===== src/rtl/mips_pkg.sv =====
// mips_pkg: widths and constants shared by the instruction-fetch path.
package mips_pkg;

    localparam int unsigned INSTR_W       = 32;
    localparam int unsigned IMEM_AW       = 10;
    localparam int unsigned FETCH_ENTRY_W = 32 + INSTR_W;
    localparam logic [31:0] RESET_PC_DEFAULT = 32'h0000_0000;

    // One buffered fetch result: the address it came from and the word read.
    typedef struct packed {
        logic [31:0]        pc;
        logic [INSTR_W-1:0] instr;
    } fetch_entry_t;

    // Force a byte address onto a word boundary.
    function automatic logic [31:0] align_word(input logic [31:0] addr);
        return {addr[31:2], 2'b00};
    endfunction

    // Word index into instruction memory for a byte address.
    function automatic logic [IMEM_AW-1:0] word_addr(input logic [31:0] addr);
        return addr[IMEM_AW+1:2];
    endfunction

endpackage


===== src/rtl/fetch_fifo.sv =====
// fetch_fifo: two-entry FIFO of fetch results with push, pop and flush.
// Flush wins over push/pop; a push into a full FIFO is dropped unless a pop
// frees a slot in the same cycle.
module fetch_fifo
    import mips_pkg::*;
#(
    parameter int unsigned WIDTH = FETCH_ENTRY_W
) (
    input  logic             clk,
    input  logic             rst,
    input  logic             push,
    input  logic             pop,
    input  logic             flush,
    input  logic [WIDTH-1:0] din,
    output logic [WIDTH-1:0] dout,
    output logic             full,
    output logic             empty
);

    logic [WIDTH-1:0] mem [2];
    logic             wr_ptr;
    logic             rd_ptr;
    logic [1:0]       count;
    logic             do_push;
    logic             do_pop;

    // Qualify requests against the current fill level.
    always_comb begin
        do_pop  = pop && (count != 2'd0);
        do_push = push && ((count != 2'd2) || do_pop);
    end

    // Storage, pointers and fill count.
    always_ff @(posedge clk or negedge rst) begin
        if (!rst) begin
            for (int unsigned i = 0; i < 2; i++) begin
                mem[i] <= '0;
            end
            wr_ptr <= 1'b0;
            rd_ptr <= 1'b0;
            count  <= '0;
        end else if (flush) begin
            wr_ptr <= 1'b0;
            rd_ptr <= 1'b0;
            count  <= '0;
        end else begin
            if (do_push) begin
                mem[wr_ptr] <= din;
                wr_ptr      <= ~wr_ptr;
            end
            if (do_pop) begin
                rd_ptr <= ~rd_ptr;
            end
            count <= count + {1'b0, do_push} - {1'b0, do_pop};
        end
    end

    assign dout  = mem[rd_ptr];
    assign full  = (count == 2'd2);
    assign empty = (count == 2'd0);

endmodule


===== src/rtl/fetch_unit.sv =====
// fetch_unit: sequential instruction fetch with redirect, one outstanding
// memory read and a two-entry result FIFO towards decode.
// Optional feature macro: FETCH_PERF_CNT_EN adds the perf_stall_cnt output,
// a saturating count of cycles where decode holds off a valid entry.
module fetch_unit
    import mips_pkg::*;
#(
    parameter logic [31:0] RESET_PC = RESET_PC_DEFAULT
) (
    input  logic               clk,
    input  logic               rst,
    output logic               imem_req,
    output logic [IMEM_AW-1:0] imem_addr,
    input  logic [INSTR_W-1:0] imem_rdata,
    input  logic               redirect,
    input  logic [31:0]        redirect_pc,
    output logic               instr_valid,
    input  logic               instr_ready,
    output logic [INSTR_W-1:0] instr,
    output logic [31:0]        instr_pc,
    output logic               fetch_err
`ifdef FETCH_PERF_CNT_EN
    ,
    output logic [31:0]        perf_stall_cnt
`endif
);

    logic [31:0]  pc;
    logic [31:0]  inflight_pc;
    logic         inflight;
    logic         push;
    logic         pop;
    logic         fifo_full;
    logic         fifo_empty;
    logic [1:0]   occ;
    logic [1:0]   occ_after_pop;
    fetch_entry_t push_entry;
    fetch_entry_t head_entry;

    // Request/push/pop decisions. Occupancy is taken after this cycle's pop
    // so a draining FIFO keeps one request per cycle flowing; the entry in
    // flight always counts against the two slots.
    always_comb begin
        pop           = instr_valid && instr_ready && !redirect;
        push          = inflight && !redirect;
        occ           = fifo_full ? 2'd2 : (fifo_empty ? 2'd0 : 2'd1);
        occ_after_pop = occ - {1'b0, pop};
        imem_req      = rst && !redirect &&
                        ((occ_after_pop + {1'b0, inflight}) < 2'd2);
        fetch_err     = rst && redirect && (redirect_pc[1:0] != 2'b00);
        push_entry    = '{pc: inflight_pc, instr: imem_rdata};
    end

    // Fetch address and the single outstanding-read tracker.
    always_ff @(posedge clk or negedge rst) begin
        if (!rst) begin
            pc          <= RESET_PC;
            inflight    <= 1'b0;
            inflight_pc <= '0;
        end else if (redirect) begin
            pc       <= align_word(redirect_pc);
            inflight <= 1'b0;
        end else begin
            inflight <= imem_req;
            if (imem_req) begin
                pc          <= pc + 32'd4;
                inflight_pc <= pc;
            end
        end
    end

    fetch_fifo #(
        .WIDTH (FETCH_ENTRY_W)
    ) u_fifo (
        .clk   (clk),
        .rst   (rst),
        .push  (push),
        .pop   (pop),
        .flush (redirect),
        .din   (push_entry),
        .dout  (head_entry),
        .full  (fifo_full),
        .empty (fifo_empty)
    );

    assign imem_addr   = word_addr(pc);
    assign instr_valid = !fifo_empty;
    assign instr       = head_entry.instr;
    assign instr_pc    = head_entry.pc;

`ifdef FETCH_PERF_CNT_EN
    // Saturating count of cycles where decode stalls a valid entry.
    always_ff @(posedge clk or negedge rst) begin
        if (!rst) begin
            perf_stall_cnt <= '0;
        end else if (instr_valid && !instr_ready && (perf_stall_cnt != '1)) begin
            perf_stall_cnt <= perf_stall_cnt + 32'd1;
        end
    end
`endif

endmodule


===== config.mk =====
export PLATFORM = sky130hd
export DESIGN_NAME = fetch_unit
export DESIGN_NICKNAME = d
export VERILOG_FILES = /design/src/rtl/mips_pkg.sv /design/src/rtl/fetch_fifo.sv /design/src/rtl/fetch_unit.sv
export SDC_FILE = /design/constraint.sdc
export NUM_CORES = 1
export LEC_CHECK = 0
export BUFFER_PORTS_ARGS = -buffer_cell sky130_fd_sc_hd__buf_2
export CORE_UTILIZATION = 55
export DETAILED_ROUTE_END_ITERATION = 7
export PLACE_DENSITY = 0.9
export SLEW_MARGIN = 10
export SYNTH_ARGS = -nofsm -noshare
export SYNTH_HDL_FRONTEND = slang
export SYNTH_HIERARCHICAL = 1
export SYNTH_SLANG_ARGS = --single-unit

===== constraint.sdc =====
create_clock -name clk -period 4.55 [get_ports clk]
set_clock_uncertainty 0.15 [all_clocks]
set_input_delay 0.2275 -clock clk [delete_from_list [all_inputs] [get_ports clk]]
set_output_delay 0.2275 -clock clk [all_outputs]
set_load 0.05 [all_outputs]

==> results of run 1 <==
## per-stage QoR
stage          cells  utilization, %  hold slack [ns]
4_1_cts         1088            69.5           0.0947
3_3_place_gp     995            61.8            0.107
6_report        1088            69.5            0.125
5_1_grt         1088            69.5            0.127
2_1_floorplan    673               -           -0.218
3_5_place_dp     995            61.8            0.108
## cells in the mapped netlist (5+ instances only)
master	instances	area share, %
nor2_1	14	0.58
nor2b_1	5	0.34
or3_1	7	0.48
nand2_1	42	1.7
mux2_4	60	9.9
mux2_1	73	9.0
xnor2_1	10	0.96
buf_6	9	1.1
nand4_1	15	1.0
clkbuf_1	17	0.70
dfrtp_1	193	53
nor4_1	5	0.34
xor2_1	14	1.3
buf_4	16	1.3
o21ai_1	7	0.38
o21ai_0	23	1.3
inv_1	9	0.37
nand3_1	11	0.60
mux2_2	85	10
## how the worst max path moves through the flow
stage	end	slack (ns)	depth (start not counted)
finish	imem_req	0.79	9
global route	imem_req	0.56	9
CTS	imem_req	0.84	8
detailed placement	inflight_pc[16]$_DFFE_PN0P_	1.08	8
global placement	inflight_pc[18]$_DFFE_PN0P_	1.22	8
floorplan	pc[12]$_DFFE_PN0P_	1.69	12
## what timing repair did
action | in CTS | in global routing
gates resized for setup | 0 | 0
endpoints found under the hold margin | 150 | 0
hold buffers | 63 | 0
endpoints found under the setup margin | 0 | 0
## critical path, stage by stage (launching register included)
cell,delay [ns]
dfrtp_1,0.43
nor2_1,0.13
inv_1,0.09
and3_1,0.22
ha_1,0.24
xor2_2,0.19
xnor2_2,0.54
nand3_2,0.60
inv_2,0.22
buf_2,0.29
## logic make-up (layout without fill, tap and decap cells)
kind of cell / count (synthesis) / in the layout / share of synthesized area, %
compound gates: 47 / 47 / 3.39
xor+xnor: 26 / 26 / 2.66
fa+ha+maj: 4 / 4 / 0.549
buf+inv: 57 / 256 / 3.80
flops: 193 / 193 / 52.9
mux: 219 / 219 / 29.5
other cells: 1 / 4 / 0.0411
simple gates: 123 / 123 / 7.13
## routing by layer
layer  GRT usage, %  vias up
met4           7.03        0
li1               -     2763
met2           41.9      182
met5              0        -
met3           6.35       24
met1           31.0     3020
## sequential cells by signal (all words and copies together) (netlist names)
register,count
u_fifo/rd_ptr,1
inflight,1
pc,30
u_fifo/count,2
inflight_pc,30
u_fifo/mem,128
u_fifo/wr_ptr,1
## final cells by class
cell class | instances | share of cell area (%)
inverter | 11 | 0.370
clock buffer | 21 | 4.22
clock inverter | 9 | 1.19
sequential | 193 | 43.3
multi-input combinational | 423 | 35.7
timing repair buffer | 215 | 12.8
tap | 216 | 2.42
## where the power goes
| group | switching (mW) | internal [mW] | leakage (nW) | total [mW] |
|---|---|---|---|---|
| Sequential | 0.238 | 2.08 | 2.44 | 2.32 |
| Clock | 0.608 | 0.902 | 0.291 | 1.51 |
| Combinational | 1.14 | 0.634 | 2.45 | 1.77 |
## cell usage in the layout (no fill, tap or decap), drive strengths merged, types with 5 or more instances in the layout
master	count
buf	151
clkbuf	22
dfrtp	193
dlygate4sd3	63
inv	11
mux2	218
nand2	42
nand3	12
nand4	16
nor2	14
nor2b	5
nor4	5
o21ai	30
or3	8
xnor2	11
xor2	15
==> flow_metrics.tcl, run 1 <==
set metrics [dict create \
    status "finished, final reports clean" \
    fin_ws_ns 0.793 \
    crit_arrival_ns 3.38 \
    fin_nets 933 \
    routed_wl_microns 19800 \
    setup.worst_path.start "u_fifo/count[0]$_DFF_PN0_" \
    synthArstFlopShare_pct 100 \
    dp_hpwl_microns 12400 \
    final_area_sq_um 11200 \
    wl_met3_microns 1090 \
    fin_crit_ns 3.76 \
    p_leak_nw 5.17 \
    critical_path_class "flip-flop to output pin" \
    cts_buffers 17 \
    cts_root_buf "clkbuf_16" \
    synth_area_sq_um 9120 \
    first_pass_iters 4 \
    insertion_delay_ns 0.42 \
    r2r_setup_slack_ns 1.03 \
    clockBufferDepth 2 \
    cts_htree_levels 4 \
    coreArea_sq_um 16100 \
    cts_tree "built" \
    grt_first_pass_wirelength_microns 31600 \
    vias_per_cell 5.50 \
    antenna_found_initial 0 \
    detail-route-antenna-nets 0 \
    min_to "pc[18]$_DFFE_PN0P_" \
    yosysSeqAreaShare_pct 52.9 \
    maxSlewViolCount 0 \
    setup_tns_ns 0 \
    startpoint_type "flip-flop" \
    wl_met2_microns 9920 \
    period_share_pct 82.6 \
    post_cts_buffers 0 \
    hp-class "input pin to flip-flop" \
    synth.distinct_cells 45 \
    wl_met1_microns 8530 \
    wl_per_cell_microns 18.2 \
    path_clk_slew_ns 0.07 \
    fillers 1093 \
    r2r_cells 9 \
    dpl-instance-area_sq_um 9920 \
    numPortBuffers 144 \
    grt_max_degree 75 \
    drtIter0Drc 340 \
    gr-total-overflow 0 \
    irDropWorstVdd_v 0.000296 \
    grt_use_total_pct 24.6 \
    yosys_register_bits 193 \
    die_height_microns 131 \
    maxCapViolations 0 \
    worstMarginPinSlew_ns 1.07 \
    rr_startpoint "u_fifo/count[0]$_DFF_PN0_" \
    start_util_pct 56.8 \
    synth_edf_count 0 \
    top_layer_used "met4" \
    synth_flop_cell "dfrtp_1" \
    drc 0 \
    rows 46 \
    grt_pass1_vias 6277 \
    synth.avg_cell_area_sq_um 13.6 \
    ff_latch_area_sq_um 4830 \
    diodes 0 \
    r2r_end "inflight_pc[16]$_DFFE_PN0P_" \
    drive_gt1_share_pct 39.4 \
    power_mw 5.60 \
    power_per_cell_area_nw_per_um2 502 \
    gp_congestion 0.887 \
    synth_cells 670 \
    max_slew_margin_pct 28.6 \
    io_pins 145 \
    cts_sinks 193 \
    place_ws_ns 1.08 \
    crit_required_ns 4.17 \
    multiInputGateArea_sq_um 3980 \
    grt_setup_unrepaired "false" \
    areaGrowthSynthToFinish_pct 22.3 \
    hold_start "redirect" \
    hold_depth 4 \
    hold_violations 0 \
    endpoint_kind "output pin" \
    crit_path_max_fanout 23 \
    max_freq_mhz 266 \
    yosysWarnings 6 \
    setup_viol 0 \
    die_w_microns 131 \
    dr_total_vias 5989 \
    die_area_sq_um 17100 \
]
Power figures use the tool's default switching activity.
==> inputs of run 2 (changes only) <==
==> constraint.sdc (replaced) <==
create_clock -name clk -period 3.8 [get_ports clk]
set_clock_uncertainty 0.15 [all_clocks]
set_input_delay 0.19 -clock clk [delete_from_list [all_inputs] [get_ports clk]]
set_output_delay 0.19 -clock clk [all_outputs]
set_load 0.05 [all_outputs]
==> run 2 against run 1 <==
Sequential share of layout area fell by 0.21 points. Worst setup slack got worse by 0.58 ns. Via count fell by 0.95%. Flip-flop and latch count is the same.
==> flow_metrics.tcl, run 2 (same netlist as run 1, synthesis figures left out) <==
set metrics [dict create \
    die_height_microns 131 \
    areaGrowthSynthToFinish_pct 22.9 \
    layout_common_cells "192 x dfrtp_1, 143 x buf_2, 85 x mux2_2" \
    io_pins 145 \
    rows 46 \
    setup_tns_ns 0 \
    slowest_stage "xnor2_2" \
    gr-total-overflow 0 \
    crit_arrival_ns 3.25 \
    r2r_cells 9 \
    maxCapViolations 0 \
    grt_max_degree 59 \
    hp-class "input pin to flip-flop" \
    drive_gt1_share_pct 39.9 \
    cts_root_buf "clkbuf_16" \
    dp_hpwl_microns 12300 \
    met2_usage_pct 40.6 \
    cts_buffers 17 \
    detail-route-antenna-nets 0 \
    cts_sinks 193 \
    met1_usage_pct 31.6 \
    fin_nets 937 \
    setup_viol 0 \
    cts_htree_levels 4 \
    final_common_cell "dfrtp_1" \
    grt_setup_unrepaired "false" \
    vias_per_cell 5.42 \
    crit_path_max_fanout 14 \
    clockBufferDepth 2 \
    endpoint_kind "output pin" \
    fin_crit_ns 3.59 \
    worstPathCellList "nor2b_1, or2_2, ha_1, xor2_2, xnor2_2, nand3_2, buf_4, inv_2, buf_2" \
    dr_total_vias 5932 \
    busiest_layer "met2" \
    largest_register_ffs 128 \
    drtIter0Drc 353 \
    coreArea_sq_um 16100 \
    diodes 0 \
    die_w_microns 131 \
    gp_congestion 0.876 \
    grt_pass1_vias 6173 \
    path_clk_slew_ns 0.07 \
    period_share_pct 94.5 \
    numPortBuffers 144 \
    met3_usage_pct 6.72 \
    power_per_cell_area_nw_per_um2 594 \
    grt_first_pass_wirelength_microns 31600 \
    hold_violations 0 \
    max_freq_mhz 278 \
    wl_per_cell_microns 17.9 \
    fin_util_pct 69.8 \
    worstMarginPinSlew_ns 0.716 \
    status "finished, final reports clean" \
    top_regs "u_fifo/mem (128), inflight_pc (30), pc (30)" \
    routed_wl_microns 19600 \
    first_pass_iters 5 \
    cts_tree "built" \
    drc 0 \
    max_stage_delay_ns 0.58 \
    hold_depth 4 \
    irDropWorstVdd_v 0.000419 \
    critical_path_class "flip-flop to output pin" \
    maxSlewViolCount 0 \
    die_area_sq_um 17100 \
    grt_use_total_pct 24.5 \
    largest_register "u_fifo/mem" \
    startpoint_type "flip-flop" \
    insertion_delay_ns 0.43 \
    start_util_pct 56.8 \
    r2r_setup_slack_ns 0.60 \
    max_slew_margin_pct 52.2 \
    p_leak_nw 5.20 \
    crit_required_ns 3.46 \
    antenna_found_initial 0 \
]
run 2: cell types whose count changed in the layout (fill, tap and decap cells not counted), sizes merged:
cell	before	now
buf	151	155
bufinv	3	2
clkbuf	22	21
clkinv	4	6
clkinvlp	2	3
inv	11	12
run 2: cell type report:
cell class                 instances  area [sq um]
sequential                       193          4830
multi-input combinational        423          3980
inverter                          11          41.3
timing repair buffer             219          1500
tap                              216           270
clock buffer                      20           457
clock inverter                    12           133
fill                            1069          4850
run 2: path summary, 6_finish.rpt:
path	startpoint	end
min reg2reg	u_fifo/mem[91]$_DFFE_PN0P_	u_fifo/mem[91]$_DFFE_PN0P_
max in group asynchronous	rst	u_fifo/mem[25]$_DFFE_PN0P_
max	u_fifo/count[1]$_DFF_PN0_	imem_req
min	redirect	pc[25]$_DFFE_PN0P_
min in group asynchronous	rst	u_fifo/mem[122]$_DFFE_PN0P_
max reg2reg	u_fifo/count[1]$_DFF_PN0_	pc[19]$_DFFE_PN0P_
run 2: per-stage QoR:
step / power, mW / std cells / hold slack, ns / cell area [sq um] / worst slack, ns
final: 6.66 / 1094 / 0.0952 / 11200 / 0.208
after global routing: 6.97 / 1094 / 0.105 / 11200 / 0.0779
after CTS: 6.71 / 1094 / 0.0592 / 11200 / 0.229
after detailed placement: 4.86 / 999 / 0.0306 / 9990 / 0.657
after global placement: 4.80 / 999 / 0.0277 / 9990 / 0.761
after floorplan: 4.37 / 673 / -0.256 / 9130 / 0.936
run 2: layer usage:
metal  up-vias  share of wire, %
met2       184                48
met5         -                 0
met1      2960                44
li1       2769                 -
met3        19               6.1
met4         0              0.93
run 2: worst max-delay path: cells and delay by family, from the launching register on:
kind | cells | cell delay [ns]
adders and majority gates | 1 | 0.21
DFF | 1 | 0.43
xor gates and xnor gates | 2 | 0.77
and+or+nand+nor | 3 | 0.78
buffers and inverters | 3 | 0.63
run 2: report_power, final:
| group | internal, mW | leakage [nW] | switching (mW) |
|---|---|---|---|
| combinational | 0.760 | 2.48 | 1.35 |
| sequential | 2.49 | 2.44 | 0.272 |
| clock | 1.01 | 0.282 | 0.771 |
| total | 4.26 | 5.20 | 2.40 |
run 2: timing repair:
item                      CTS  global route
hold buffers               63             0
gates resized for setup     0             0
hold endpoints to repair  142             0
buffers inserted            0             0
